[config.mk]
export PLATFORM = sky130hd
export DESIGN_NAME = alu_seq
export DESIGN_NICKNAME = d
export VERILOG_FILES = /design/src/rtl/alu_seq_pkg.sv /design/src/rtl/alu_seq_addsub.sv /design/src/rtl/alu_seq.sv
export SDC_FILE = /design/constraint.sdc
export NUM_CORES = 1
export LEC_CHECK = 0
export CORE_ASPECT_RATIO = 1.4
export CORE_MARGIN = 2
export CORE_UTILIZATION = 55
export CTS_CLUSTER_DIAMETER = 50
export CTS_CLUSTER_SIZE = 10
export DETAILED_ROUTE_END_ITERATION = 16
export GPL_TIMING_DRIVEN = 0
export PLACE_DENSITY = 0.9
export SYNTH_ARGS = -nofsm -noshare
export SYNTH_HDL_FRONTEND = slang
export SYNTH_SLANG_ARGS = --single-unit
[constraint.sdc]
create_clock -name Clock -period 3.1 [get_ports Clock]
set_input_delay 0.775 -clock Clock [delete_from_list [all_inputs] [get_ports Clock]]
set_output_delay 0.775 -clock Clock [all_outputs]
set_load 0.1 [all_outputs]
[src/rtl/alu_seq_pkg.sv]
// alu_seq_pkg: opcodes, FSM states and flag bundle shared by the sequential ALU.
package alu_seq_pkg;

    typedef enum logic [3:0] {
        FnACC = 4'd0,
        FnMem = 4'd1,
        FnADD = 4'd2,
        FnSUB = 4'd3,
        FnAND = 4'd4,
        FnOR  = 4'd5,
        FnNOT = 4'd6,
        FnLSL = 4'd7,
        FnLSR = 4'd8,
        FnADC = 4'd9,
        FnSBC = 4'd10
    } alu_functions_t;

    typedef enum logic [1:0] {
        AluIdle,
        AluShift,
        AluDone
    } alu_state_t;

    typedef struct packed {
        logic z;
        logic n;
        logic c;
        logic v;
    } alu_flags_t;

endpackage

[src/rtl/alu_seq_addsub.sv]
// alu_addsub: shared adder for ADD/ADC/SUB/SBC; subtraction inverts b and relies on cin.
module alu_addsub #(
    parameter int WIDTH = 16
) (
    input  logic [WIDTH-1:0] a,
    input  logic [WIDTH-1:0] b,
    input  logic             cin,
    input  logic             sub,
    output logic [WIDTH-1:0] sum,
    output logic             cout,
    output logic             ovf
);
    logic [WIDTH-1:0] bx;

    assign bx          = sub ? ~b : b;
    assign {cout, sum} = {1'b0, a} + {1'b0, bx} + {{WIDTH{1'b0}}, cin};
    assign ovf         = (a[WIDTH-1] == bx[WIDTH-1]) && (sum[WIDTH-1] != a[WIDTH-1]);
endmodule

[src/rtl/alu_seq.sv]
// alu_seq: multi-cycle ALU with start/ready/done handshake, bit-serial shifter and registered flags.
module alu_seq
    import alu_seq_pkg::*;
#(
    parameter int WIDTH   = 16,
    parameter int SHAMT_W = 4
) (
    input  logic               Clock,
    input  logic               Reset,
    input  logic               Start,
    input  logic [3:0]         Func,
    input  logic [WIDTH-1:0]   A,
    input  logic [WIDTH-1:0]   B,
    input  logic               CarryIn,
    input  logic [SHAMT_W-1:0] ShAmt,
    output logic               Ready,
    output logic               Done,
    output logic [WIDTH-1:0]   Result,
    output logic               FlagZ,
    output logic               FlagN,
    output logic               FlagC,
    output logic               FlagV
);
    alu_state_t state, stateNext;
    alu_flags_t flags, oneFlags, shiftFlags;
    logic [WIDTH-1:0]   acc, accNext, oneRes, sum;
    logic [SHAMT_W-1:0] cnt;
    logic shLeft, bitOut, accept, isShift, lastShift;
    logic addCin, isSub, cout, ovf, oneC, oneV;

    alu_addsub #(.WIDTH(WIDTH)) uAddSub (
        .a(A), .b(B), .cin(addCin), .sub(isSub), .sum(sum), .cout(cout), .ovf(ovf)
    );

    assign accept    = Start && Ready;
    assign isShift   = (Func == FnLSL || Func == FnLSR) && ShAmt != '0;
    assign lastShift = state == AluShift && cnt == SHAMT_W'(1);
    assign isSub     = Func == FnSUB || Func == FnSBC;
    assign addCin    = Func == FnADD ? 1'b0 : Func == FnSUB ? 1'b1 : CarryIn;
    assign accNext   = shLeft ? {acc[WIDTH-2:0], 1'b0} : {1'b0, acc[WIDTH-1:1]};
    assign bitOut    = shLeft ? acc[WIDTH-1] : acc[0];

    // Zero-distance shifts and undefined codes fall into the pass-through default.
    always_comb begin
        oneRes = A;
        oneC   = 1'b0;
        oneV   = 1'b0;
        case (Func)
            FnMem:                      oneRes = B;
            FnADD, FnSUB, FnADC, FnSBC: begin oneRes = sum; oneC = cout; oneV = ovf; end
            FnAND:                      oneRes = A & B;
            FnOR:                       oneRes = A | B;
            FnNOT:                      oneRes = ~A;
            default:                    oneRes = A;
        endcase
    end

    assign oneFlags   = '{z: oneRes == '0, n: oneRes[WIDTH-1], c: oneC, v: oneV};
    assign shiftFlags = '{z: accNext == '0, n: accNext[WIDTH-1], c: bitOut, v: 1'b0};

    always_ff @(posedge Clock or posedge Reset) begin
        if (Reset) state <= AluIdle;
        else       state <= stateNext;
    end

    always_comb begin
        stateNext = accept ? (isShift ? AluShift : AluDone)
                  : state == AluShift ? (lastShift ? AluDone : AluShift)
                  : AluIdle;
    end

    always_comb begin
        Ready = state != AluShift;
        Done  = state == AluDone;
    end

    always_ff @(posedge Clock or posedge Reset) begin
        if (Reset) begin
            acc    <= '0;
            cnt    <= '0;
            shLeft <= 1'b0;
            Result <= '0;
            flags  <= '0;
        end else begin
            if (accept && isShift) begin
                acc    <= A;
                cnt    <= ShAmt;
                shLeft <= Func == FnLSL;
            end else if (state == AluShift) begin
                acc <= accNext;
                cnt <= cnt - SHAMT_W'(1);
            end
            if (accept && !isShift) begin
                Result <= oneRes;
                flags  <= oneFlags;
            end else if (lastShift) begin
                Result <= accNext;
                flags  <= shiftFlags;
            end
        end
    end

    assign FlagZ = flags.z;
    assign FlagN = flags.n;
    assign FlagC = flags.c;
    assign FlagV = flags.v;
endmodule

==> results.py <==
metrics = {
    "power": {
        "ir_drop_mv": 0.336,
        "p_per_area_mw_per_mm2": 570,
        "p_leak_uw": 0.00216,
    },
    "synth": {
        "synthFlopType": "dfrtp_1",
        "synth_top_family_by_area": "compound AO/OA/AOI/OAI gates",
        "synth-simple-area-share_pct": 20.7,
        "syn_avg_cell_area_um2": 7.94,
        "synth_compound_area_share_pct": 30.6,
        "yosys_warnings": 0,
        "synth_edf_count": 0,
        "synth_area_leaders": "dfrtp_1, a21oi_1, ha_1",
        "synth_fp_nets": 581,
        "synthMuxAreaShare_pct": 5.51,
        "synth_top_area_share_pct": 25.6,
        "synthArstFlopShare_pct": 100,
        "syn_area_mm2": 0.00411,
        "synth_area_leader_cell": "dfrtp_1",
        "yosysUniqueCellTypes": 73,
        "yosys_register_bits": 42,
        "yosysSeqAreaShare_pct": 25.6,
        "synth_fa_ha_area_share_pct": 6.15,
        "synth_cells": 518,
        "synth_xor_area_share_pct": 5.54,
    },
    "timing": {
        "min_period_over_period_pct": 117,
        "fin_crit_ns": 3.64,
        "relSlewSlack_pct": 34.4,
        "maxSlewViolCount": 0,
        "tightest_slew_ns": 0.981,
        "postLayoutSetupSlackWorst_ns": -0.542,
        "final-hold-violation-count": 0,
        "fin_skew_ns": 0.0127,
        "fmax_mhz": 275,
        "grt_setup_unrepaired": "yes",
        "setup-violations-final": 11,
    },
    "critical_path": {
        "crit_end": "FlagZ",
        "reg2reg_slack_ns": 0.60,
        "crit_path_start": "Func[2]",
        "r2r-end": "FlagZ",
        "worstRegToRegCells": 11,
        "crit_arrival_ns": 3.86,
        "worst_setup_path_start_kind": "input pin",
        "critPathCaptureType": "flop",
        "cp_max_fo": 8,
        "cp.required_ns": 3.32,
        "r2r-start": "state[0]",
        "path_class": "input pin to flop",
    },
    "floorplanning": {
        "core-area_mm2": 0.00731,
        "rows": 37,
        "die-area_mm2": 0.00820,
        "start_util_pct": 56.2,
        "die_h_um": 106,
        "die_w_um": 77.1,
        "top_level_ports": 66,
    },
    "drt": {
        "drtAntennaViolNets": 0,
        "vias": 4657,
        "firstDrtPassIters": 5,
        "first_iter_violations": 406,
        "post_drt_wl_per_cell_um": 20.0,
        "drc": 0,
        "wirelength_mm": 14.1,
        "via_per_inst": 6.63,
    },
    "place": {
        "postPlaceCellArea_mm2": 0.00508,
        "dp_hpwl_mm": 10.8,
        "dp.cells": 678,
        "port_buffers": 63,
        "gp_congestion": 0.998,
    },
    "clocking": {
        "cts_max_level": 2,
        "clock_path_buffers": 2,
        "cts_tree": "done",
        "numCtsBuffers": 5,
        "insertion_delay_ns": 0.30,
        "postCtsHoldBufs": 0,
        "cts-root-buf": "clkbuf_8",
        "cts_sinks": 42,
        "clk_pin_slew_ns": 0.08,
    },
    "global_routing": {
        "antenna_found_initial": 0,
        "grt_max_degree": 43,
        "grt_pass1_vias": 4709,
        "grt_pass1_wl_mm": 22.6,
        "overflow": 0,
        "grtUsageTotal_pct": 34.5,
    },
    "final_layout": {
        "syn_to_final_growth_pct": 33.3,
        "final_util_pct": 75.0,
        "layoutNonFillerInstCount": 702,
        "finalInstanceArea_mm2": 0.00548,
        "fin_nets": 667,
        "drive_above_1_share_pct": 18.3,
        "num_antenna_cells": 0,
    },
    "status": {
        "outcome": "complete, but fails checks",
        "violations": "negative setup slack",
    },
    "job": {
        "drv_cap": 0,
    },
    "worst_hold_path": {
        "hp-class": "flop to flop",
    },
}
synthesized netlist by cell type (8+ instances only):
master    count
clkbuf_1     16
dfrtp_1      42
nand2_1      51
xnor2_1      23
inv_1        11
ha_1         17
nor2b_1      10
nand3_1      11
a21o_1        8
a21oi_1      44
o211ai_1     13
o21ai_0      39
nor2_1       49
buf_2        15
mux2i_1      20
nand4_1      10
a221o_1      16
a31oi_1       8
worst min path at each step:
stage / startpoint / to / cells after the start
after floorplan: acc[15] / acc[15] / 2
after global placement: acc[15] / acc[15] / 2
after detailed placement: acc[5] / acc[5] / 1
after CTS: FlagV / FlagV / 2
after global routing: acc[5] / acc[5] / 1
final: FlagV / FlagV / 2
flip-flops by register name, summed over array words and instances (netlist names):
register  cells
Result       16
acc          16
cnt           4
state         2
FlagC         1
FlagV         1
FlagZ         1
shLeft        1
where the power goes:
part | total [µW] | internal (µW) | leakage, µW | switching, µW
clock | 372 | 180 | 0.0000482 | 192
combinational | 1840 | 669 | 0.00158 | 1170
sequential | 915 | 732 | 0.000525 | 183
area by class of cell:
cell class	instances	area (µm²)
clock buffer	7	86.3
tap	97	121
buffer	34	274
clock inverter	1	5.00
sequential	42	1050
timing repair buffer	84	805
inverter	13	61.3
multi-input combinational	424	3080
fill	565	1830
through the flow:
step	hold WS [ns]	power [µW]	TNS, ns	setup slack (ns)
global route	0.569	3260	-3.30	-0.656
CTS	0.548	3060	-1.59	-0.524
finish	0.551	3120	-1.89	-0.542
detailed placement	0.524	2620	-24.83	-1.80
global placement	0.511	2560	-23.81	-1.76
floorplan	0.465	2140	-4.10	-0.742
cell families after synthesis:
group,count (synthesis)
DFF,42
AOI/OAI and AO/OA,183
muxes,22
xor gates and xnor gates,26
buffers and inverters,52
adders and majority gates,19
and+or+nand+nor,174
layer usage:
| layer | vias to the layer above | global-route usage, % | wire (µm) |
|---|---|---|---|
| met5 | - | 0 | 0 |
| met4 | 0 | 24.2 | 964 |
| met3 | 83 | 4.67 | 1020 |
| met2 | 297 | 61.2 | 7080 |
| met1 | 2176 | 37.6 | 4980 |
| li1 | 2101 | - | - |
cell usage in the layout (no fill, tap or decap), types with 5 or more instances in the layout:
cell	n
a21o_1	7
a21oi_1	36
a21oi_2	7
a221o_1	16
a2bb2oi_1	6
a31oi_1	5
and3_1	6
buf_12	5
buf_2	8
buf_4	22
buf_6	5
clkbuf_1	11
clkbuf_8	7
clkdlybuf4s50_1	60
dfrtp_1	42
ha_1	16
inv_1	10
mux2i_1	20
nand2_1	50
nand2b_1	5
nand3_1	11
nand4_1	10
nor2_1	47
nor2b_1	9
o211ai_1	13
o21ai_0	34
o21ai_1	7
o21ai_2	5
o22ai_1	6
xnor2_1	21
worst max-delay path, stage by stage:
cell and delay [ns]:
buf_8 0.12, buf_8 0.12, nor3_4 0.16, mux2_4 0.32, fa_2 0.39, fa_2 0.38, a21o_1 0.22, a22o_4 0.27
o21ai_4 0.17, xor2_1 0.19, o21ai_2 0.11, nor4_2 0.26, nand4_1 0.13, o31ai_2 0.25
timing repair:
item | CTS | global route
gates resized for setup | 60 | 11
endpoints found under the setup margin | 20 | 15
pin swaps | 28 | 7
buffers inserted | 17 | 4
(Power assumes the default switching activity.)
